`src/rtl/ppu_regs.sv`:
```
// CPU-facing PPU register file ($2000-$2007): control/mask, loopy scroll state,
// OAM address/data port, buffered PPUDATA access FSM and vblank/NMI generation.
module ppu_regs #(
    parameter logic [8:0] VBL_SET_LINE = 9'd241,
    parameter logic [8:0] PRE_LINE     = 9'h1FF
) (
    input  logic        clk,
    input  logic        reset,
    input  logic        ce,
    input  logic [2:0]  ain,
    input  logic [7:0]  din,
    input  logic        read,
    input  logic        write,
    output logic [7:0]  dout,
    input  logic [8:0]  scanline,
    input  logic [8:0]  cycle,
    input  logic        spr0_hit_set,
    input  logic        spr_ovf_set,
    input  logic        render_v_we,
    input  logic [14:0] render_v_in,
    output logic [7:0]  ppuctrl,
    output logic [7:0]  ppumask,
    output logic [14:0] v,
    output logic [14:0] t,
    output logic [2:0]  fine_x,
    output logic        nmi,
    output logic [7:0]  oam_addr,
    output logic        oam_we,
    output logic [7:0]  oam_dout,
    input  logic [7:0]  oam_din,
    output logic        vram_r,
    output logic        vram_w,
    output logic [13:0] vram_a,
    output logic [7:0]  vram_dout,
    input  logic [7:0]  vram_din,
    output logic [1:0]  fsm_state
);

    // CPU handshake: read/write are single-clk strobes with ain/din valid in
    // the same clk; there is no back-pressure, a $7 strobe seen while the
    // access FSM is busy is simply dropped.
    typedef enum logic [1:0] {
        S_IDLE = 2'd0,
        S_REQ  = 2'd1,
        S_DONE = 2'd2
    } vstate_t;

    vstate_t     state, state_nx;
    logic        w;
    logic        vbl, spr0, ovf;
    logic [7:0]  io_latch;
    logic [7:0]  rbuf;
    logic        op_wr;
    logic        acc7_rd, acc7_wr, acc7_go;
    logic        rd2;
    logic        vbl_set_evt, pre_evt;
    logic [14:0] v_inc;

    assign acc7_wr     = write && (ain == 3'd7);
    assign acc7_rd     = read  && (ain == 3'd7);
    assign acc7_go     = (acc7_wr || acc7_rd) && (state == S_IDLE);
    assign rd2         = read && (ain == 3'd2);
    assign vbl_set_evt = ce && (scanline == VBL_SET_LINE) && (cycle == 9'd1);
    assign pre_evt     = ce && (scanline == PRE_LINE) && (cycle == 9'd1);
    assign v_inc       = v + (ppuctrl[2] ? 15'd32 : 15'd1);

    // Strobes decode from the registered state, so reset removes them at once.
    assign vram_r    = (state == S_REQ) && !op_wr;
    assign vram_w    = (state == S_REQ) && op_wr;
    assign fsm_state = state;

    always_ff @(posedge clk or posedge reset) begin
        if (reset) state <= S_IDLE;
        else       state <= state_nx;
    end

    always_comb begin
        state_nx = state;
        case (state)
            S_IDLE:  if (acc7_go) state_nx = S_REQ;
            S_REQ:   state_nx = S_DONE;
            S_DONE:  state_nx = S_IDLE;
            default: state_nx = S_IDLE;
        endcase
    end

    always_ff @(posedge clk or posedge reset) begin
        if (reset) begin
            ppuctrl   <= 8'h00;
            ppumask   <= 8'h00;
            t         <= 15'h0000;
            v         <= 15'h0000;
            fine_x    <= 3'd0;
            w         <= 1'b0;
            io_latch  <= 8'h00;
            oam_addr  <= 8'h00;
            oam_dout  <= 8'h00;
            oam_we    <= 1'b0;
            dout      <= 8'h00;
            vbl       <= 1'b0;
            spr0      <= 1'b0;
            ovf       <= 1'b0;
            nmi       <= 1'b0;
            rbuf      <= 8'h00;
            op_wr     <= 1'b0;
            vram_a    <= 14'h0000;
            vram_dout <= 8'h00;
        end else begin
            oam_we <= 1'b0;

            if (write) begin
                io_latch <= din;
                case (ain)
                    3'd0: begin
                        ppuctrl   <= din;
                        t[11:10]  <= din[1:0];
                    end
                    3'd1: ppumask <= din;
                    3'd3: oam_addr <= din;
                    3'd4: begin
                        oam_dout <= din;
                        oam_we   <= 1'b1;
                        oam_addr <= oam_addr + 8'd1;
                    end
                    3'd5: begin
                        if (!w) begin
                            t[4:0] <= din[7:3];
                            fine_x <= din[2:0];
                        end else begin
                            t[14:12] <= din[2:0];
                            t[9:5]   <= din[7:3];
                        end
                        w <= ~w;
                    end
                    3'd6: begin
                        if (!w) begin
                            t[13:8] <= din[5:0];
                            t[14]   <= 1'b0;
                        end else begin
                            t[7:0] <= din;
                        end
                        w <= ~w;
                    end
                    default: ;
                endcase
            end

            // CPU address load beats the PPUDATA increment beats the renderer.
            if (write && (ain == 3'd6) && w)
                v <= {t[14:8], din};
            else if (state == S_DONE)
                v <= v_inc;
            else if (render_v_we)
                v <= render_v_in;

            if (read) begin
                case (ain)
                    3'd2:    dout <= {vbl, spr0, ovf, io_latch[4:0]};
                    3'd4:    dout <= oam_din;
                    3'd7:    dout <= rbuf;
                    default: dout <= io_latch;
                endcase
            end
            if (rd2) w <= 1'b0;

            // A status read coinciding with the set point wins, suppressing vblank.
            if (pre_evt) begin
                vbl  <= 1'b0;
                spr0 <= 1'b0;
                ovf  <= 1'b0;
            end else if (vbl_set_evt && !rd2) begin
                vbl <= 1'b1;
            end
            if (rd2)          vbl  <= 1'b0;
            if (spr0_hit_set) spr0 <= 1'b1;
            if (spr_ovf_set)  ovf  <= 1'b1;

            nmi <= vbl & ppuctrl[7];

            if (acc7_go) begin
                op_wr  <= acc7_wr;
                vram_a <= v[13:0];
                if (acc7_wr) vram_dout <= din;
            end
            if ((state == S_DONE) && !op_wr)
                rbuf <= vram_din;
        end
    end

endmodule

```
`config.mk`:
```
export PLATFORM = sky130hd
export DESIGN_NAME = ppu_regs
export DESIGN_NICKNAME = d
export VERILOG_FILES = /design/src/rtl/ppu_regs.sv
export SDC_FILE = /design/constraint.sdc
export NUM_CORES = 1
export LEC_CHECK = 0
export CORE_MARGIN = 2
export CORE_UTILIZATION = 48
export CTS_CLUSTER_SIZE = 10
export DETAILED_ROUTE_END_ITERATION = 10
export GPL_ROUTABILITY_DRIVEN = 0
export PLACE_DENSITY = 0.81
export SLEW_MARGIN = 20
export SYNTH_ARGS = -nofsm -noshare
export SYNTH_HDL_FRONTEND = slang
export SYNTH_SLANG_ARGS = --single-unit
```
`constraint.sdc`:
```
create_clock -name clk -period 6.1 [get_ports clk]
set_input_delay 1.525 -clock clk [delete_from_list [all_inputs] [get_ports clk]]
set_output_delay 1.525 -clock clk [all_outputs]
set_load 0.02 [all_outputs]
```
==> results by group <==
Pwr
  – Sequential share of power: 0.370
  – Internal power: 2.083 mW
  – Cell Pwr Density: 380.9 mW/mm^2
  – Switch share: 0.3142
  – Clk pwr share: 0.334
  – Combinational Power Share: 0.296
  – VDD IR-drop max: 0.2309 mV
  – Static Leak: 3.266 nW
  – Psw: 0.9546 mW

Synth
  – Cells after Synth: 514
  – Multiplexer share of the synthesized area: 0.1511
  – Synth cell types: 60
  – Yosys top cell area share: 0.5303
  – Synthesized cell area: 0.005663 mm^2
  – Cell accounting for the most synthesized area: dfrtp_1
  – Main combinational cell family by area after synthesis: multiplexers
  – Post-synthesis simple-gate area fraction: 0.1361
  – Synthesized area per cell: 11.02 um^2
  – Adder-Cell Fraction of Synth Area: 0.008838
  – Post-synth EDFFs: 0
  – Synth async-reset ratio: 1.000
  – Synthesized flop and latch total: 120
  – Top FF cell, synth: dfrtp_1
  – Xor and xnor area share after synthesis: 0.004640
  – Synth top area cells: dfrtp_1 53%, mux2_2 13%, a21oi_1 3.6%
  – Yosys warning count: 0
  – Seq/Total Area, Yosys: 0.5303
  – Post-synthesis compound-gate area fraction: 0.1341
  – Synthesized net count: 586

Placed design
  – Estimated wirelength of the detail-placed design: 11.12 mm
  – Buffers on Ports: 168
  – Place WS: 1.878 ns

Clock tree
  – Clock buffer depth: 2
  – H-tree depth: 4
  – Later-pin clock latency in the skew report: 0.41 ns
  – Clock Sinks: 120
  – Root Buffer Master: clkbuf_16
  – CTS buffer count: 17
  – CTS tree: built
  – # hold bufs at CTS: 0
  – Clk pin slew, worst setup/hold paths: 0.06 ns
  – Resized cells post-CTS: 0
  – Setup bufs post-CTS: 0

Floorplanning
  – Core Area: 0.01147 mm^2
  – Vert. Die Dim: 112.6 um
  – Starting Density: 0.4938
  – DIE WIDTH: 112.6 um
  – Die area: 0.01268 mm^2
  – # rows: 39
  – Boundary Pins: 169

Route
  – First-iteration detailed-routing DRC count: 272
  – Routed wire per std cell: 19.38 um
  – Vias/cell: 5.844
  – Final ANT Viol Nets: 0
  – DRC violations left: 0
  – WL final: 16.05 mm
  – Vias: 4839
  – Pre-antenna DRT Iters: 5

Finish
  – Layout cells sized above 1: 0.1679
  – Area Overhead vs Synth: 40.85%
  – Nets: 744
  – N_diodes: 0
  – FILL cells: 840
  – Utilization after layout: 0.6956

Worst hold path
  – Hold path startpoint: ovf$_DFFE_PP0P_
  – Worst Hold Depth: 1
  – Worst hold-check path type: register to register
  – Hold endpoint: ovf$_DFFE_PP0P_

Global routing
  – First-pass GRT wire length: 26.28 mm
  – GRT overflow: 0
  – Initial antenna violation count: 0
  – Largest net degree at the start of global routing: 88
  – Number of global-route vias before repair: 5022
  – All-Layer GR Usage: 0.2626

Run
  – Max-cap violation count: 0

Setup path
  – R2R setup slack: 3.84 ns
  – CP required: 6.39 ns
  – Critical R2R Capture: v[9]$_DFFE_PP0P_
  – Setup CP Type: primary input to register
  – Worst r2r path cells: 7
  – Critical path's slowest cell: and3b_1
  – CP delay by family, top: simple AND/OR/NAND/NOR gates
  – Worst setup SP type: primary input
  – Crit Reg-Reg Startpoint: ppuctrl[2]$_DFFE_PP0P_
  – Crit path arrival time: 4.20 ns
  – Crit path capture type: register
  – Critical path's largest stage delay: 0.76 ns
  – Cells along the critical path: clkdlybuf4s50_1 > and3b_1 > nand3_1 > nand2_1 > o31ai_1 > o2bb2ai_1
  – Worst Path Buf+Inv: 1
  – Max FO, Critical Path: 24

STA
  – Max Clk Rate: 0.2558 GHz
  – Fin crit share: 0.6409
  – Post-layout minimum cycle time: 3.910 ns
  – Final Skew: 0.01339 ns
  – Final Setup Violations: 0
  – RSZ-0062 raised after global routing: no
  – Max-slew violation count: 0
  – Fin worst setup slack: 2.190 ns
  – Slew at the pin with the worst max-slew slack: 1.016 ns
  – Fin. Hold Viols: 0
  – Max_slew headroom: 0.3210
  – Setup TNS: 0 ns

Status
  – Status: completed
kinds of logic after synthesis:
group	Yosys count
xor gates and xnor gates	3
adders and majority gates	4
AOI/OAI and AO/OA	120
and+or+nand+nor	151
muxes	77
DFF	120
buffers and inverters	39
worst max path at each step:
| stage | endpoint | depth (start not counted) | slack [ns] | from |
|---|---|---|---|---|
| 2_1_floorplan | dout[0]$_DFFE_PP0P_ | 1 | 1.39 | reset |
| 3_3_place_gp | v[13]$_DFFE_PP0P_ | 6 | 1.98 | ain[2] |
| 3_5_place_dp | v[13]$_DFFE_PP0P_ | 6 | 1.88 | ain[2] |
| 4_1_cts | v[13]$_DFFE_PP0P_ | 6 | 2.29 | ain[2] |
| 5_1_grt | v[14]$_DFFE_PP0P_ | 6 | 2.02 | ain[2] |
| 6_report | v[13]$_DFFE_PP0P_ | 6 | 2.19 | ain[2] |
per-layer routing:
| metal | global-route usage | up-vias | part of all wire |
|---|---|---|---|
| met4 | 0.07805 | 0 | 0.012 |
| li1 | - | 2183 | - |
| met5 | 0 | - | 0 |
| met1 | 0.3354 | 2365 | 0.40 |
| met3 | 0.06965 | 23 | 0.080 |
| met2 | 0.4415 | 268 | 0.51 |
per-stage QoR:
stage	instances	hold slack (ns)	power [mW]	cell area (um^2)
3_3_place_gp	796	0.4696	1.999	7370
5_1_grt	828	0.5121	3.171	7976
6_report	828	0.4870	3.038	7976
2_1_floorplan	514	0.4490	1.571	5663
4_1_cts	828	0.4881	3.052	7974
3_5_place_dp	796	0.4713	2.031	7370
cell usage in the layout, fill, tap and decap left out, types with 5 or more instances in the layout:
cell type | synthesis | final
a21oi_1 | 41 | 41
nor2b_1 | 9 | 9
mux2i_1 | 9 | 9
inv_1 | 9 | 8
and2_1 | 5 | 5
nand3_1 | 13 | 13
a22oi_1 | 10 | 10
o221ai_1 | 5 | 5
nor2_1 | 42 | 42
mux2_2 | 67 | 67
nor3_1 | 5 | 5
clkbuf_16 | 0 | 17
dfrtp_1 | 120 | 120
o21ai_0 | 21 | 21
a31oi_1 | 14 | 14
o22ai_1 | 5 | 5
nand2_1 | 37 | 37
clkdlybuf4s50_1 | 0 | 168
and3_1 | 6 | 6
flip-flops by register name, summed over array words and instances (netlist names):
register   cells
dout           8
fine_x         3
fsm_state      2
io_latch       8
nmi            1
oam_addr       8
oam_dout       8
oam_we         1
op_wr          1
ovf            1
ppuctrl        8
ppumask        8
rbuf           8
spr0           1
t             15
v             15
vbl            1
vram_a        14
vram_dout      8
w              1
cells in the mapped netlist, types with 2 or more instances:
cell       instances
a21oi_1           41
nand2_1           37
nor2_4             2
buf_4              6
buf_2             11
inv_1              9
a22o_1             4
or3_1              3
or2_2              2
xnor2_1            2
nand2b_1           3
ha_1               4
dfrtp_1          120
o22ai_1            5
nor3_1             5
nor4_1             4
and3_1             6
a21o_1             2
a31oi_1           14
nand3b_1           4
nand3_1           13
o21a_1             2
nor2_2             3
nor2_1            42
buf_6              2
nor2b_1            9
a2bb2oi_1          3
clkbuf_1          10
mux2i_1            9
and2_1             5
o21ai_0           21
mux2_2            67
a22oi_1           10
o221ai_1           5
nand4_1            4
power groups by stage:
stage          Sequential (mW)  Clock [mW]  Combinational (mW)
3_5_place_dp              1.13           0               0.900
4_1_cts                   1.12        1.02               0.907
6_report                  1.12        1.02               0.900
3_3_place_gp              1.12           0               0.878
5_1_grt                   1.15        1.07               0.956
2_1_floorplan             1.29           0               0.279
layout make-up:
type                            instances  area [um^2]  share of cell area
Clock inverter                         15        178.9             0.02243
Multi-Input combinational cell        355         2462              0.3087
Tap cell                              143        178.9             0.02243
Clock buffer                           17        425.4             0.05333
Sequential cell                       120         3003              0.3765
Inverter                                9        38.79            0.004863
Timing Repair Buffer                  169         1689              0.2118
(Power assumes the default switching activity.)
